### config.mk
export PLATFORM = sky130hd
export DESIGN_NAME = host_cmd_master
export DESIGN_NICKNAME = d
export VERILOG_FILES = /design/src/rtl/host_cmd_master.sv
export SDC_FILE = /design/constraint.sdc
export NUM_CORES = 1
export LEC_CHECK = 0
export BUFFER_PORTS_ARGS = -buffer_cell sky130_fd_sc_hd__buf_2
export CAP_MARGIN = 15
export CORE_MARGIN = 1
export CORE_UTILIZATION = 61
export CTS_BUF_LIST = sky130_fd_sc_hd__clkbuf_8
export DETAILED_ROUTE_END_ITERATION = 12
export GPL_ROUTABILITY_DRIVEN = 0
export HOLD_SLACK_MARGIN = 0.15
export PLACE_DENSITY = 0.94
export SLEW_MARGIN = 20
export SYNTH_ARGS = -nofsm -noshare
export SYNTH_HDL_FRONTEND = slang
export SYNTH_SLANG_ARGS = --single-unit
### constraint.sdc
create_clock -name CLK -period 2.8 [get_ports CLK]
set_input_delay 0.14 -clock CLK [delete_from_list [all_inputs] [get_ports CLK]]
set_output_delay 0.14 -clock CLK [all_outputs]
set_load 0.05 [all_outputs]
### src/rtl/host_cmd_master.sv
// Host command master: serialises register-file / ALU commands into UART byte
// frames, then collects up to two response bytes with a per-byte timeout.
module host_cmd_master #(
  parameter int DATA_WIDTH     = 8,
  parameter int ADDR_WIDTH     = 4,
  parameter int FUNC_WIDTH     = 4,
  parameter int TIMEOUT_CYCLES = 65535
) (
  input  logic                    CLK,
  input  logic                    RST,
  input  logic                    CMD_VALID,
  output logic                    CMD_READY,
  input  logic [1:0]              CMD_TYPE,
  input  logic [ADDR_WIDTH-1:0]   CMD_ADDR,
  input  logic [DATA_WIDTH-1:0]   CMD_DATA_A,
  input  logic [DATA_WIDTH-1:0]   CMD_DATA_B,
  input  logic [FUNC_WIDTH-1:0]   CMD_FUNC,
  output logic [DATA_WIDTH-1:0]   TX_BYTE,
  output logic                    TX_VALID,
  input  logic                    TX_READY,
  input  logic [DATA_WIDTH-1:0]   RX_BYTE,
  input  logic                    RX_VALID,
  input  logic                    RX_ERROR,
  output logic [2*DATA_WIDTH-1:0] RSP_DATA,
  output logic                    RSP_VALID,
  output logic                    RSP_ERR,
  output logic                    BUSY
);

  // state    | meaning
  // IDLE     | ready for a command
  // SEND     | transmitting frame bytes
  // WAIT_RSP | collecting response bytes, timeout running
  // DONE     | one-cycle completion pulse
  typedef enum logic [1:0] {IDLE, SEND, WAIT_RSP, DONE} state_t;

  localparam logic [1:0] CMD_WR  = 2'd0;
  localparam logic [1:0] CMD_RD  = 2'd1;
  localparam logic [1:0] CMD_OP  = 2'd2;
  localparam int         TW      = $clog2(TIMEOUT_CYCLES + 1);

  state_t                  state, state_nxt;
  logic [1:0]              typ_q;
  logic [ADDR_WIDTH-1:0]   addr_q;
  logic [DATA_WIDTH-1:0]   a_q, b_q;
  logic [FUNC_WIDTH-1:0]   func_q;
  logic [1:0]              byte_idx;
  logic [1:0]              rx_cnt;
  logic [TW-1:0]           to_cnt;
  logic                    err_q;
  logic [2*DATA_WIDTH-1:0] rsp_q;

  logic                    accept, tx_hs, tx_last, rx_last, timeout;
  logic [1:0]              last_idx, rsp_len;
  logic [DATA_WIDTH-1:0]   frame_byte, addr_ext, func_ext;

  assign addr_ext = DATA_WIDTH'(addr_q);
  assign func_ext = DATA_WIDTH'(func_q);
  assign accept   = CMD_VALID && (state == IDLE);
  assign tx_hs    = (state == SEND) && TX_READY;
  assign tx_last  = tx_hs && (byte_idx == last_idx);
  assign rx_last  = RX_VALID && (rx_cnt == rsp_len - 2'd1);
  assign timeout  = !RX_VALID && (to_cnt == TW'(TIMEOUT_CYCLES - 1));

  always_comb begin
    last_idx   = 2'd1;
    rsp_len    = 2'd2;
    frame_byte = '0;
    case (typ_q)
      CMD_WR: begin
        last_idx = 2'd2;
        rsp_len  = 2'd0;
        case (byte_idx)
          2'd0:    frame_byte = DATA_WIDTH'(8'hAA);
          2'd1:    frame_byte = addr_ext;
          default: frame_byte = a_q;
        endcase
      end
      CMD_RD: begin
        rsp_len    = 2'd1;
        frame_byte = (byte_idx == 2'd0) ? DATA_WIDTH'(8'hBB) : addr_ext;
      end
      CMD_OP: begin
        last_idx = 2'd3;
        case (byte_idx)
          2'd0:    frame_byte = DATA_WIDTH'(8'hCC);
          2'd1:    frame_byte = a_q;
          2'd2:    frame_byte = b_q;
          default: frame_byte = func_ext;
        endcase
      end
      default: begin
        frame_byte = (byte_idx == 2'd0) ? DATA_WIDTH'(8'hDD) : func_ext;
      end
    endcase
  end

  always_ff @(posedge CLK) begin
    if (RST) state <= IDLE;
    else     state <= state_nxt;
  end

  always_comb begin
    state_nxt = state;
    case (state)
      IDLE:     if (accept) state_nxt = SEND;
      SEND:     if (tx_last) state_nxt = (typ_q == CMD_WR) ? DONE : WAIT_RSP;
      WAIT_RSP: if (RX_ERROR || rx_last || timeout) state_nxt = DONE;
      default:  state_nxt = IDLE;
    endcase
  end

  always_ff @(posedge CLK) begin
    if (RST) begin
      typ_q    <= '0;
      addr_q   <= '0;
      a_q      <= '0;
      b_q      <= '0;
      func_q   <= '0;
      byte_idx <= '0;
      rx_cnt   <= '0;
      to_cnt   <= '0;
      err_q    <= 1'b0;
      rsp_q    <= '0;
    end else begin
      if (accept) begin
        typ_q    <= CMD_TYPE;
        addr_q   <= CMD_ADDR;
        a_q      <= CMD_DATA_A;
        b_q      <= CMD_DATA_B;
        func_q   <= CMD_FUNC;
        byte_idx <= '0;
        rx_cnt   <= '0;
        to_cnt   <= '0;
        err_q    <= 1'b0;
        rsp_q    <= '0;
      end
      if (tx_hs) byte_idx <= byte_idx + 2'd1;
      if (state == WAIT_RSP) begin
        // a byte arriving alongside RX_ERROR is still kept
        if (RX_VALID) begin
          if (rx_cnt == 2'd0) rsp_q[DATA_WIDTH-1:0]            <= RX_BYTE;
          else                rsp_q[2*DATA_WIDTH-1:DATA_WIDTH] <= RX_BYTE;
          rx_cnt <= rx_cnt + 2'd1;
          to_cnt <= '0;
        end else begin
          to_cnt <= to_cnt + TW'(1);
        end
        if (RX_ERROR || timeout) err_q <= 1'b1;
      end
    end
  end

  assign CMD_READY = (state == IDLE);
  assign TX_VALID  = (state == SEND);
  assign TX_BYTE   = (state == SEND) ? frame_byte : '0;
  assign RSP_VALID = (state == DONE);
  assign RSP_ERR   = (state == DONE) && err_q;
  assign RSP_DATA  = rsp_q;
  assign BUSY      = (state != IDLE);

endmodule

==> run summary, run 1 <==
Clock tree synthesis inserted a total of 9 buffers. The mean instance size in the synthesized netlist works out to 7.53 µm². The worst register-to-register path begins at state[0]. In this run, synthesis inferred 0 flip-flops with an integrated enable. The post-route netlist has 18.4% of its cells at a drive strength greater than 1. The number of antenna repair diodes came out at 0.

In the post-route analysis, the smallest setup slack over all paths is 0.139 ns. For the total half-perimeter wirelength after legalization and detailed placement, the log shows 5600 µm. The floorplan step set the die height to 74.7 µm. Most area-hungry cell type in the Yosys netlist: sky130_fd_sc_hd__dfxtp_1.

The area of the die was 0.00558 mm²; the final hold violation count was 0. The tools report the number of instances in the placed design as 541. The required time reported for the critical path endpoint came out at 2.66 ns.

In the final routed layout, each cell accounts on average for 17.2 µm. In this run the count of I/O pins placed on the die edge is 69. After routing the design area is 0.00418 mm². At the later pin of the worst-skew pair, clock insertion delay measures 0.36 ns.

Minimum clock period after layout: 2.66 ns. The endpoint of the most critical setup path was TX_BYTE[3]. The critical path starts at byte_idx[1]. Wire length of the first global-routing pass: 15700 µm. Maximum clock frequency: 376 MHz. Timing analysis after detailed placement gives a worst setup slack of 0.630 ns. Across the VDD grid, the largest voltage drop is 0.000517 V.

The number of detailed-routing iterations run before antenna repair is 6. The number of distinct library cells after synthesis was 49. STA classifies the critical path startpoint as a flip-flop. The tightest min-delay check is of the input pin to flip-flop type. Counting along the longest clock path gives a buffer depth of 2. The register bit total from synthesis is 65. The worst register-to-register path has a depth of 6. TritonCTS built the clock tree. Relative to the synthesized area, the layout overhead comes to 29.7%. In the final timing run, aggregate negative setup slack is 0 ns.

For this run, the share of the core covered by cells in the final layout is 81.8%. The primary flip-flop cell chosen by synthesis mapping was sky130_fd_sc_hd__dfxtp_1. After global routing the overflow that remains totals 0. For the post-synthesis cell area, the log shows 0.00322 mm². The die is 74.7 µm wide.

Sequential cell area fraction in the yosys report: 40.4%. The floorplan has 26 rows. The analysis attributes to cell leakage a power of 1.68 nW.

For this design the ratio of total power to cell area is 769 mW/mm². The critical path is of the flip-flop to output port type. The final cell count without fillers was 593; the number of inserted filler cells in the final layout was 288. The worst register-to-register path has a setup slack of 0.49 ns. The clock sink count came out at 65. The share of synthesized area in the top cell type comes to 40.4%. After layout, the worst path uses 95.0% of the clock period. The flip-flop and latch area is 0.00130 mm², and the largest driver fanout on the critical path is 10. The final route contains 3739 vias. The detail route stage leaves a number of antenna-violating nets equal to 0. The beginning of the worst hold path was RST. Across the run, the number of max-cap violations was 0. Global routing used 37.9% of the available tracks. The number of nets handed over by synthesis was 479. Yosys printed 0 warnings.

In the post-synthesis netlist, the biggest area contributors are sky130_fd_sc_hd__dfxtp_1 40%, sky130_fd_sc_hd__nand2_1 10%, sky130_fd_sc_hd__a21oi_1 10%, sky130_fd_sc_hd__nand3_1 4.5%, sky130_fd_sc_hd__ha_1 4.3%. STA classifies the critical path endpoint as an output port. Setup repair after global routing left no endpoint under its margin. For the initial antenna violation count, the log shows 0.

In the synthesized netlist the async set-or-reset flop fraction comes to 0%. The run gives 3 as the number of H-tree levels. The cell count after synthesis came out at 428. The flow ran to the end, and the final reports show no timing, DRC or antenna violations.

The run gives 606 as the DRC violation total after the first TritonRoute iteration. The multi-input combinational cell area was 0.00178 mm²; the count of endpoints failing setup in the final report was 0. Remaining routing DRC violations: 0. The via count of the first global-routing pass came out at 3303. Port buffering added 68 buffers.

The tools report the data arrival time of the critical path as 2.52 ns. For this configuration, the core starts out at a cell density of 63.1%. After detailed routing, the number of vias per cell comes to 6.31. After detailed routing, the total wire length is 10200 µm.

For the pin with the worst max-slew slack, the measured transition is 0.791 ns. On the final layout, the worst clock skew is 0.0125 ns. After clock tree synthesis, the clock-pin slew on the worst setup and hold paths is 0.08 ns. The tools report the capture point of the worst reg-to-reg path as to_cnt[4]. The tree is rooted in a sky130_fd_sc_hd__clkbuf_8. The number of pins with negative max-slew slack in the final report was 0.

In this run the standard cell core region covers 0.00511 mm². The net count of the finished layout is 569. The logs give 47.1% for the relative max-transition margin and 0.00356 mm² for the cell area reported after detailed placement. The library cell used most frequently in the layout, excluding fill and tap cells, is sky130_fd_sc_hd__nand2_1.

Leaving out fill and tap cells, the most frequent cells in the layout are 87 x sky130_fd_sc_hd__nand2_1, 67 x sky130_fd_sc_hd__buf_2, 64 x sky130_fd_sc_hd__dfxtp_1, 64 x sky130_fd_sc_hd__a21oi_1, 36 x sky130_fd_sc_hd__dlygate4sd3_1. The number of setup buffers added after CTS is 0. Entering global routing, the biggest net connects 52 pins.
[cell usage after synthesis, types with 2 or more instances]
| library cell | instances |
|---|---|
| sky130_fd_sc_hd__clkbuf_1 | 20 |
| sky130_fd_sc_hd__nor3_1 | 5 |
| sky130_fd_sc_hd__o21ai_1 | 2 |
| sky130_fd_sc_hd__nand2b_1 | 4 |
| sky130_fd_sc_hd__nor2_1 | 26 |
| sky130_fd_sc_hd__nand3_1 | 29 |
| sky130_fd_sc_hd__or3_1 | 4 |
| sky130_fd_sc_hd__and4b_1 | 2 |
| sky130_fd_sc_hd__a211oi_1 | 3 |
| sky130_fd_sc_hd__mux2i_1 | 2 |
| sky130_fd_sc_hd__and3_1 | 7 |
| sky130_fd_sc_hd__a31oi_1 | 8 |
| sky130_fd_sc_hd__a311oi_1 | 6 |
| sky130_fd_sc_hd__nand2_1 | 87 |
| sky130_fd_sc_hd__nor2b_1 | 8 |
| sky130_fd_sc_hd__a21oi_1 | 65 |
| sky130_fd_sc_hd__ha_1 | 11 |
| sky130_fd_sc_hd__a22oi_1 | 3 |
| sky130_fd_sc_hd__inv_1 | 11 |
| sky130_fd_sc_hd__or4_1 | 2 |
| sky130_fd_sc_hd__buf_2 | 4 |
| sky130_fd_sc_hd__buf_1 | 4 |
| sky130_fd_sc_hd__o31ai_1 | 2 |
| sky130_fd_sc_hd__a21o_1 | 2 |
| sky130_fd_sc_hd__dfxtp_1 | 65 |
| sky130_fd_sc_hd__a2111oi_0 | 3 |
| sky130_fd_sc_hd__nand4_1 | 3 |
| sky130_fd_sc_hd__o21ai_0 | 17 |
| sky130_fd_sc_hd__and2_1 | 3 |
[power by group]
| group | switching [mW] | internal [mW] | leakage, nW |
|---|---|---|---|
| registers | 0.106 | 1.02 | 0.528 |
| clock network | 0.395 | 0.556 | 0.120 |
| logic | 0.803 | 0.331 | 1.03 |
| total | 1.30 | 1.91 | 1.68 |
[cells by family (layout without fill, tap and decap cells)]
| group | after synthesis | count (layout) | synth area share [%] |
|---|---|---|---|
| and+or+nand+nor | 189 | 189 | 27.6 |
| buffers and inverters | 40 | 135 | 5.05 |
| muxes | 2 | 2 | 0.621 |
| adders and majority gates | 11 | 11 | 4.27 |
| DFF | 65 | 65 | 40.4 |
| AOI/OAI and AO/OA | 121 | 121 | 22.1 |
[per-stage QoR]
step           power (mW)  hold WS [ns]
2_1_floorplan        1.90         0.276
6_report             3.21         0.166
4_1_cts              3.13         0.151
5_1_grt              3.34         0.177
3_3_place_gp         2.12         0.381
3_5_place_dp         2.15         0.388
[how the worst min path moves through the flow]
stage | to | cells after the start
after floorplan | b_q[5] | 2
after global placement | b_q[3] | 3
after detailed placement | addr_q[2] | 3
after CTS | err_q | 2
after global routing | b_q[6] | 2
final | err_q | 2
[layer usage]
| layer | part of all wire, % | vias to the layer above | GRT usage, % |
|---|---|---|---|
| met4 | 5.8 | 0 | 22.4 |
| met5 | 0 | - | 0 |
| met1 | 37 | 1678 | 44.1 |
| li1 | - | 1685 | - |
| met2 | 47 | 298 | 59.3 |
| met3 | 10 | 78 | 15.0 |
[worst max-delay path, cell delays in order, from the launching register on]
cell                        delay, ns
sky130_fd_sc_hd__dfxtp_1         0.47
sky130_fd_sc_hd__inv_1           0.15
sky130_fd_sc_hd__ha_1            0.34
sky130_fd_sc_hd__nor2_1          0.29
sky130_fd_sc_hd__nor2b_1         0.10
sky130_fd_sc_hd__a2111oi_1       0.53
sky130_fd_sc_hd__nor4_2          0.07
sky130_fd_sc_hd__buf_2           0.23
[final cells by class]
| type | count | area share [%] |
|---|---|---|
| tap | 70 | 2.10 |
| timing repair buffer | 108 | 17.6 |
| multi-input combinational | 323 | 42.5 |
| clock buffer | 11 | 3.62 |
| clock inverter | 5 | 2.07 |
| inverter | 11 | 0.988 |
| sequential | 65 | 31.2 |
[timing repair]
action,in CTS,in global routing
hold buffers,36,0
hold endpoints to repair,45,0
endpoints found under the setup margin,0,3
gates resized for setup,0,5
[flip-flops by register name, indices dropped and copies added, names as in the netlist]
register and cells:
to_cnt 16, RSP_DATA 16, err_q 1, b_q 8, addr_q 4, a_q 8
state 2, rx_cnt 2, typ_q 2, func_q 4, byte_idx 2
Note: power is estimated with default switching activity, not from simulation.
==> run 2: changes to the inputs <==
- CORE_MARGIN: 1 -> 3
- PLACE_DENSITY: 0.94 -> 0.88
==> run summary, run 2 (synthesis gave the netlist of run 1 again) <==
The worst hold path depth is 4 (was 2). The tools report the overall power as 3.11 mW (was 3.21 mW). The area of the placeable core was 0.00491 mm² (was 0.00511 mm²); the post-route clock period utilization was 92.8% (was 95.0%). The run gives 0.00619 mm² (was 0.00558 mm²) as the area of the die. The floorplan die height was 78.7 µm (was 74.7 µm). The run gives 35.2% (was 37.9%) as the global-route total usage across every layer. For the number of antenna repair diodes, the log shows 0 (unchanged). Initial antenna violation count: 0 (unchanged). The number of instances in the placed design came out at 538 (was 541).

The total of buffers placed on input and output ports works out to 68 (unchanged). The clock tree root driver cell is sky130_fd_sc_hd__clkbuf_8 (unchanged). The total half-perimeter wirelength after legalization and detailed placement was 5740 µm (was 5600 µm). Remaining routing DRC violations: 0 (unchanged). For the number of H-tree levels, the log shows 3 (unchanged).

The critical setup path kind is flip-flop to output port (unchanged). Flip-flop and latch area: 0.00130 mm² (about the same). The run finished with clean final reports.

The tools report the maximum clock frequency as 385 MHz (was 376 MHz). Pin slew with the least headroom to its limit: 0.661 ns (was 0.791 ns). The tools report the category of the worst setup path launch point as a flip-flop (unchanged).

The via-per-instance ratio came out at 6.25 (was 6.31). The die boundary width was 78.7 µm (was 74.7 µm). The effective utilization at floorplan came out at 65.6% (was 63.1%). The number of pins with negative max-slew slack in the final report is 0 (unchanged), and the minimum clock period after layout is 2.60 ns (was 2.66 ns). TritonCTS built the clock tree. The wire length after detailed routing came out at 10600 µm (was 10200 µm). The total number of vias was 3690 (was 3739); the area growth from synthesis to layout was 28.3% (was 29.7%). The worst reg2reg path depth is 6 (unchanged), and the total overflow reported by the global router is 0 (unchanged). Commonest cells after routing, fill and taps aside: 87 x sky130_fd_sc_hd__nand2_1, 68 x sky130_fd_sc_hd__buf_2, 65 x sky130_fd_sc_hd__dfxtp_1, 65 x sky130_fd_sc_hd__a21oi_1, 36 x sky130_fd_sc_hd__dlygate4sd3_1 (was 87 x sky130_fd_sc_hd__nand2_1, 67 x sky130_fd_sc_hd__buf_2, 64 x sky130_fd_sc_hd__dfxtp_1, 64 x sky130_fd_sc_hd__a21oi_1, 36 x sky130_fd_sc_hd__dlygate4sd3_1). The logs give 0.000678 V (was 0.000517 V) for the maximum VDD drop and 65 (unchanged) for the clock sink count.

The clock latency reported for the late side of the worst-skew pair came out at 0.36 ns (about the same). The classification of the worst-slack hold path is input pin to flip-flop (unchanged). Count of cells resized by post-cts repair: 0 (unchanged). The tools report the capture point of the worst reg-to-reg path as RSP_DATA[10] (was to_cnt[4]). The final net count is 569 (unchanged).

The DRC violation total after the first TritonRoute iteration was 442 (was 606). The power per cell area came out at 753 mW/mm² (was 769 mW/mm²). The count of endpoints failing setup in the final report was 0 (unchanged). For the relative max-transition margin, the log shows 56.0% (was 47.1%). The worst hold path endpoint is err_q (unchanged).

The required time reported for the critical path endpoint was 2.66 ns (about the same); the final hold violation count was 0 (unchanged). The pin count of the biggest net entering global routing came out at 39 (was 52). The number of inserted filler cells in the final layout is 293 (was 288).

For the wire length of the first global-routing pass, the log shows 17200 µm (was 15700 µm). Setup repair after global routing left no endpoint under its margin. The via count of the first global-routing pass was 3543 (was 3303); the number of clock buffers inserted by TritonCTS was 9 (unchanged).

The data arrival time of the critical path was 2.46 ns (was 2.52 ns); the fraction of layout cells with a size suffix above 1 was 17.4% (was 18.4%). For the number of maximum-capacitance constraint violations, the log shows 0 (unchanged). The tools report the final cell count without fillers as 590 (was 593). The worst-case clock buffer depth was 2 (unchanged). Number of post-CTS setup repair buffers: 0 (unchanged). The clock transition at the registers of the reported paths came out at 0.07 ns (was 0.08 ns). The number of buffers added to fix hold violations after cts was 36 (unchanged); the largest driver fanout on the critical path was 10 (unchanged). The tools report the internal reg-to-reg setup slack as 0.69 ns (was 0.49 ns). The worst-case clock skew came out at 0.00969 ns (was 0.0125 ns). The beginning of the worst hold path is RX_ERROR (was RST).

The number of core rows was 25 (was 26). The element type at the critical path end is an output port (unchanged). The tools report the boundary pin count as 69 (unchanged). The remaining antenna violation count after routing was 0 (unchanged); the multi-input combinational cell area was 0.00176 mm² (was 0.00178 mm²).

The startpoint of the lowest-slack register-to-register path was state[0] (unchanged). The number of detailed-routing iterations run before antenna repair is 5 (was 6). The tools report the final setup TNS as 0 ns (unchanged).

The leakage power of the design was 1.66 nW (was 1.68 nW). The mean routed wirelength per cell came out at 17.9 µm (was 17.2 µm). The most frequent standard cell in the layout excluding fill and tap cells was sky130_fd_sc_hd__nand2_1 (unchanged).
==> run 2: changes by cell type in the layout (fill, tap and decap cells not counted), moves of 2 or more <==
cell                         before  now
sky130_fd_sc_hd__clkinv_4         2    0
sky130_fd_sc_hd__clkinvlp_4       0    2
sky130_fd_sc_hd__clkbuf_8        11    9
sky130_fd_sc_hd__inv_1           11   13
==> run 2: cell type report <==
cell class,count,area share [%]
Timing Repair Buffer,108,17.7
Clock inverter,7,2.12
Tap cell,67,2.03
Clock buffer,9,3.00
Multi-Input combinational cell,323,42.7
Sequential cell,65,31.5
Inverter,11,0.999
==> run 2: worst max path at each step <==
stage	from	end	slack [ns]	cells past startpoint
floorplan	state[1]	TX_BYTE[5]	0.21	5
global placement	byte_idx[1]	TX_BYTE[6]	0.76	7
detailed placement	byte_idx[1]	TX_BYTE[4]	0.66	7
CTS	byte_idx[1]	TX_BYTE[4]	0.29	7
global route	byte_idx[1]	TX_BYTE[7]	0.04	7
finish	byte_idx[1]	TX_BYTE[6]	0.20	7
==> run 2: critical path, cell delays in order (launching register included) <==
cell and delay [ns]:
sky130_fd_sc_hd__dfxtp_1 0.44, sky130_fd_sc_hd__inv_1 0.13, sky130_fd_sc_hd__ha_1 0.32, sky130_fd_sc_hd__or3_1 0.39
sky130_fd_sc_hd__a21oi_1 0.25, sky130_fd_sc_hd__nand2_1 0.08, sky130_fd_sc_hd__a21oi_1 0.17, sky130_fd_sc_hd__buf_2 0.30
==> run 2: per-stage QoR <==
stage                     worst slack [ns]  utilization (%)  hold slack [ns]  cell area [µm²]
after detailed placement             0.664             72.5            0.388             3560
after floorplan                      0.206                -            0.276             3230
after CTS                            0.288             84.2            0.204             4130
after global placement               0.761             72.5            0.380             3560
final                                0.201             84.2            0.205             4130
after global routing                0.0366             84.2            0.229             4130
==> run 2: power breakdown <==
| part | switching [mW] | total [mW] | internal [mW] |
|---|---|---|---|
| registers | 0.102 | 1.12 | 1.02 |
| clock network | 0.383 | 0.876 | 0.493 |
| logic | 0.793 | 1.11 | 0.322 |
| total | 1.28 | 3.11 | 1.83 |
==> run 2: per-layer routing <==
metal | global-route usage, % | wire, µm | vias to the layer above | share of wire, %
li1 | - | - | 1687 | -
met1 | 41.2 | 4020 | 1709 | 38
met2 | 59.1 | 5050 | 237 | 48
met3 | 9.98 | 1020 | 57 | 9.6
met4 | 16.4 | 498 | 0 | 4.7
met5 | 0 | 0 | - | 0
==> run 3: changes to the inputs <==
- clock period: 2.8 -> 3 ns (I/O delays scaled with it)
==> run summary, run 3 (synthesis gave the netlist of run 1 again) <==
The run finished with clean final reports. The number of post-CTS setup repair buffers was 0 (unchanged); the worst hold path depth was 4 (unchanged). The count of cells resized by post-cts repair is 0 (unchanged), and the minimum clock period after layout is 2.63 ns.

The pin count of the biggest net entering global routing came out at 38 (was 39). The classification of the worst-slack hold path was input pin to flip-flop (unchanged). The family with the most delay on the worst path is simple AND/OR/NAND/NOR gates (unchanged).

The worst hold path endpoint was err_q (unchanged). The run gives 589 (was 590) as the final cell count without fillers. The power per cell area was 659 mW/mm² (was 753 mW/mm²). Count of endpoints failing setup in the final report: 0 (unchanged). The die boundary width is 78.7 µm (unchanged), and the maximum VDD drop is 0.000590 V (was 0.000678 V). The floorplan die height was 78.7 µm (unchanged). For the effective utilization at floorplan, the log shows 65.6% (unchanged). Startpoint of the lowest-slack register-to-register path: state[0] (unchanged). The run gives 2.48 ns (was 2.46 ns) as the data arrival time of the critical path. The category of the worst setup path launch point was a flip-flop (unchanged). The final net count was 569 (unchanged); the pin slew with the least headroom to its limit was 0.767 ns (was 0.661 ns). The remaining antenna violation count after routing came out at 0 (unchanged).

The tools report the via count of the first global-routing pass as 3488 (was 3543). The most frequent standard cell in the layout excluding fill and tap cells was sky130_fd_sc_hd__nand2_1 (unchanged). The DRC violation total after the first TritonRoute iteration was 374 (was 442); the via-per-instance ratio was 6.05 (was 6.25). Critical path cell sequence: inv_1, ha_1, or3_1, a21oi_1, nand2_1, a31oi_1, buf_2 (was inv_1, ha_1, or3_1, a21oi_1, nand2_1, a21oi_1, buf_2). In the finished design, the share of the clock period the worst path needs comes to 87.6%. Capture point of the worst reg-to-reg path: to_cnt[4] (was RSP_DATA[10]). The area growth from synthesis to layout works out to 26.5% (was 28.3%).

The number of clock buffers inserted by TritonCTS is 9 (unchanged). The buffers plus inverters on the worst setup path is 2 (unchanged). For the total number of vias, the log shows 3562 (was 3690). The wire length of the first global-routing pass was 16000 µm (was 17200 µm). The run gives 2.85 ns (was 2.66 ns) as the required time reported for the critical path endpoint. Boundary pin count: 69 (unchanged). For the internal reg-to-reg setup slack, the log shows 0.81 ns (was 0.69 ns).

Setup repair after global routing left no endpoint under its margin. The clock sink count is 65 (unchanged), and the final hold violation count is 0 (unchanged). The beginning of the worst hold path is RX_ERROR (unchanged). The logs give 2 (unchanged) for the worst-case clock buffer depth and 0.00491 mm² (unchanged) for the area of the placeable core. The mean routed wirelength per cell works out to 15.9 µm (was 17.9 µm).

The fraction of layout cells with a size suffix above 1 was 17.2% (was 17.4%). The initial antenna violation count was 0 (unchanged). The critical path startpoint is byte_idx[1] (unchanged).

The worst-case clock skew was 0.0114 ns (was 0.00969 ns); the largest driver fanout on the critical path was 10 (unchanged). The area of the die was 0.00619 mm² (unchanged). For the clock latency reported for the late side of the worst-skew pair, the log shows 0.36 ns (about the same).

For the number of maximum-capacitance constraint violations, the log shows 0 (unchanged). The logs give 32.4% (was 35.2%) for the global-route total usage across every layer and 538 (unchanged) for the number of instances in the placed design. Clock transition at the registers of the reported paths: 0.07 ns (about the same).

The total overflow reported by the global router was 0 (unchanged). The logs give 48.8% (was 56.0%) for the relative max-transition margin and 0 (unchanged) for the number of antenna repair diodes. The logs give 0 ns (unchanged) for the final setup TNS and 3 (unchanged) for the number of H-tree levels. The number of core rows was 25 (unchanged); the total of buffers placed on input and output ports was 68 (unchanged).

For the number of pins with negative max-slew slack in the final report, the log shows 0 (unchanged). The critical setup path kind was flip-flop to output port (unchanged). The clock tree root driver cell is sky130_fd_sc_hd__clkbuf_8 (unchanged).

The worst reg2reg path depth works out to 6 (unchanged). Commonest cells after routing, fill and taps aside: 87 x sky130_fd_sc_hd__nand2_1, 68 x sky130_fd_sc_hd__buf_2, 65 x sky130_fd_sc_hd__dfxtp_1, 65 x sky130_fd_sc_hd__a21oi_1, 36 x sky130_fd_sc_hd__dlygate4sd3_1 (unchanged). For this run, the top clock speed supported by timing is 381 MHz. The element type at the critical path end was an output port (unchanged).

Remaining routing DRC violations: 0 (unchanged). The logs give 9360 µm (was 10600 µm) for the wire length after detailed routing and 8 (was 5) for the number of detailed-routing iterations run before antenna repair. Peak per-stage delay on the critical path: 0.43 ns (was 0.44 ns). Library cell contributing the largest single delay on the critical path: sky130_fd_sc_hd__dfxtp_1 (unchanged).

The leakage power of the design is 1.64 nW (was 1.66 nW). The total half-perimeter wirelength after legalization and detailed placement is 5640 µm (was 5740 µm). TritonCTS built the clock tree.
run 3: cell count changes in the layout (fill, tap and decap cells not counted):
cell / previous run / this run
sky130_fd_sc_hd__bufinv_16: 2 / 0
sky130_fd_sc_hd__nor4_2: 1 / 0
sky130_fd_sc_hd__inv_1: 13 / 12
sky130_fd_sc_hd__nor4_1: 0 / 1
sky130_fd_sc_hd__clkinv_4: 0 / 1
sky130_fd_sc_hd__clkinv_2: 1 / 2
run 3: through the flow:
step	worst slack (ns)	cell area, µm²	util, %	hold slack (ns)	total power, mW
global placement	0.938	3550	72.4	0.390	1.98
global route	0.233	4080	83.0	0.233	2.83
floorplan	0.0101	3220	-	0.286	1.77
detailed placement	0.851	3550	72.4	0.396	2.00
finish	0.373	4080	83.0	0.227	2.69
CTS	0.475	4080	83.0	0.212	2.66
run 3: how the worst max path moves through the flow:
stage / cells past startpoint / slack, ns / end
4_1_cts: 7 / 0.48 / TX_BYTE[6]
2_1_floorplan: 5 / 0.01 / TX_BYTE[3]
3_3_place_gp: 7 / 0.94 / TX_BYTE[6]
5_1_grt: 7 / 0.23 / TX_BYTE[4]
6_report: 7 / 0.37 / TX_BYTE[4]
3_5_place_dp: 6 / 0.85 / to_cnt[4]
run 3: routing by layer:
layer / vias to the layer above / track usage [%] / wire length (µm)
met4: 0 / 13.6 / 221
met5: - / 0 / 0
li1: 1689 / - / -
met1: 1662 / 40.2 / 3840
met3: 32 / 9.29 / 765
met2: 179 / 52.5 / 4530
run 3: worst register-to-register path: stages (launching register included):
cell and delay (ns):
sky130_fd_sc_hd__dfxtp_1 0.34, sky130_fd_sc_hd__inv_1 0.10, sky130_fd_sc_hd__ha_1 0.39, sky130_fd_sc_hd__nor2b_1 0.68
sky130_fd_sc_hd__and3_1 0.28, sky130_fd_sc_hd__a21oi_1 0.08, sky130_fd_sc_hd__a311oi_1 0.24
run 3: area by class of cell:
type | count | area, µm²
well taps | 67 | 83.8
multi-input cells | 323 | 1760
fillers | 299 | 835
inverters | 11 | 41.3
flip-flops and latches | 65 | 1300
clock inverters | 6 | 37.5
repair buffers | 108 | 731
clock buffers | 9 | 124
run 3: what timing repair did:
action,4_1_cts,5_1_grt
endpoints found under the setup margin,0,0
hold buffers,36,0
endpoints found under the hold margin,44,0
run 3: report_power, final:
part	switching, mW	internal (mW)
Combinational	0.713	0.300
Sequential	0.0887	0.951
Clock	0.345	0.290
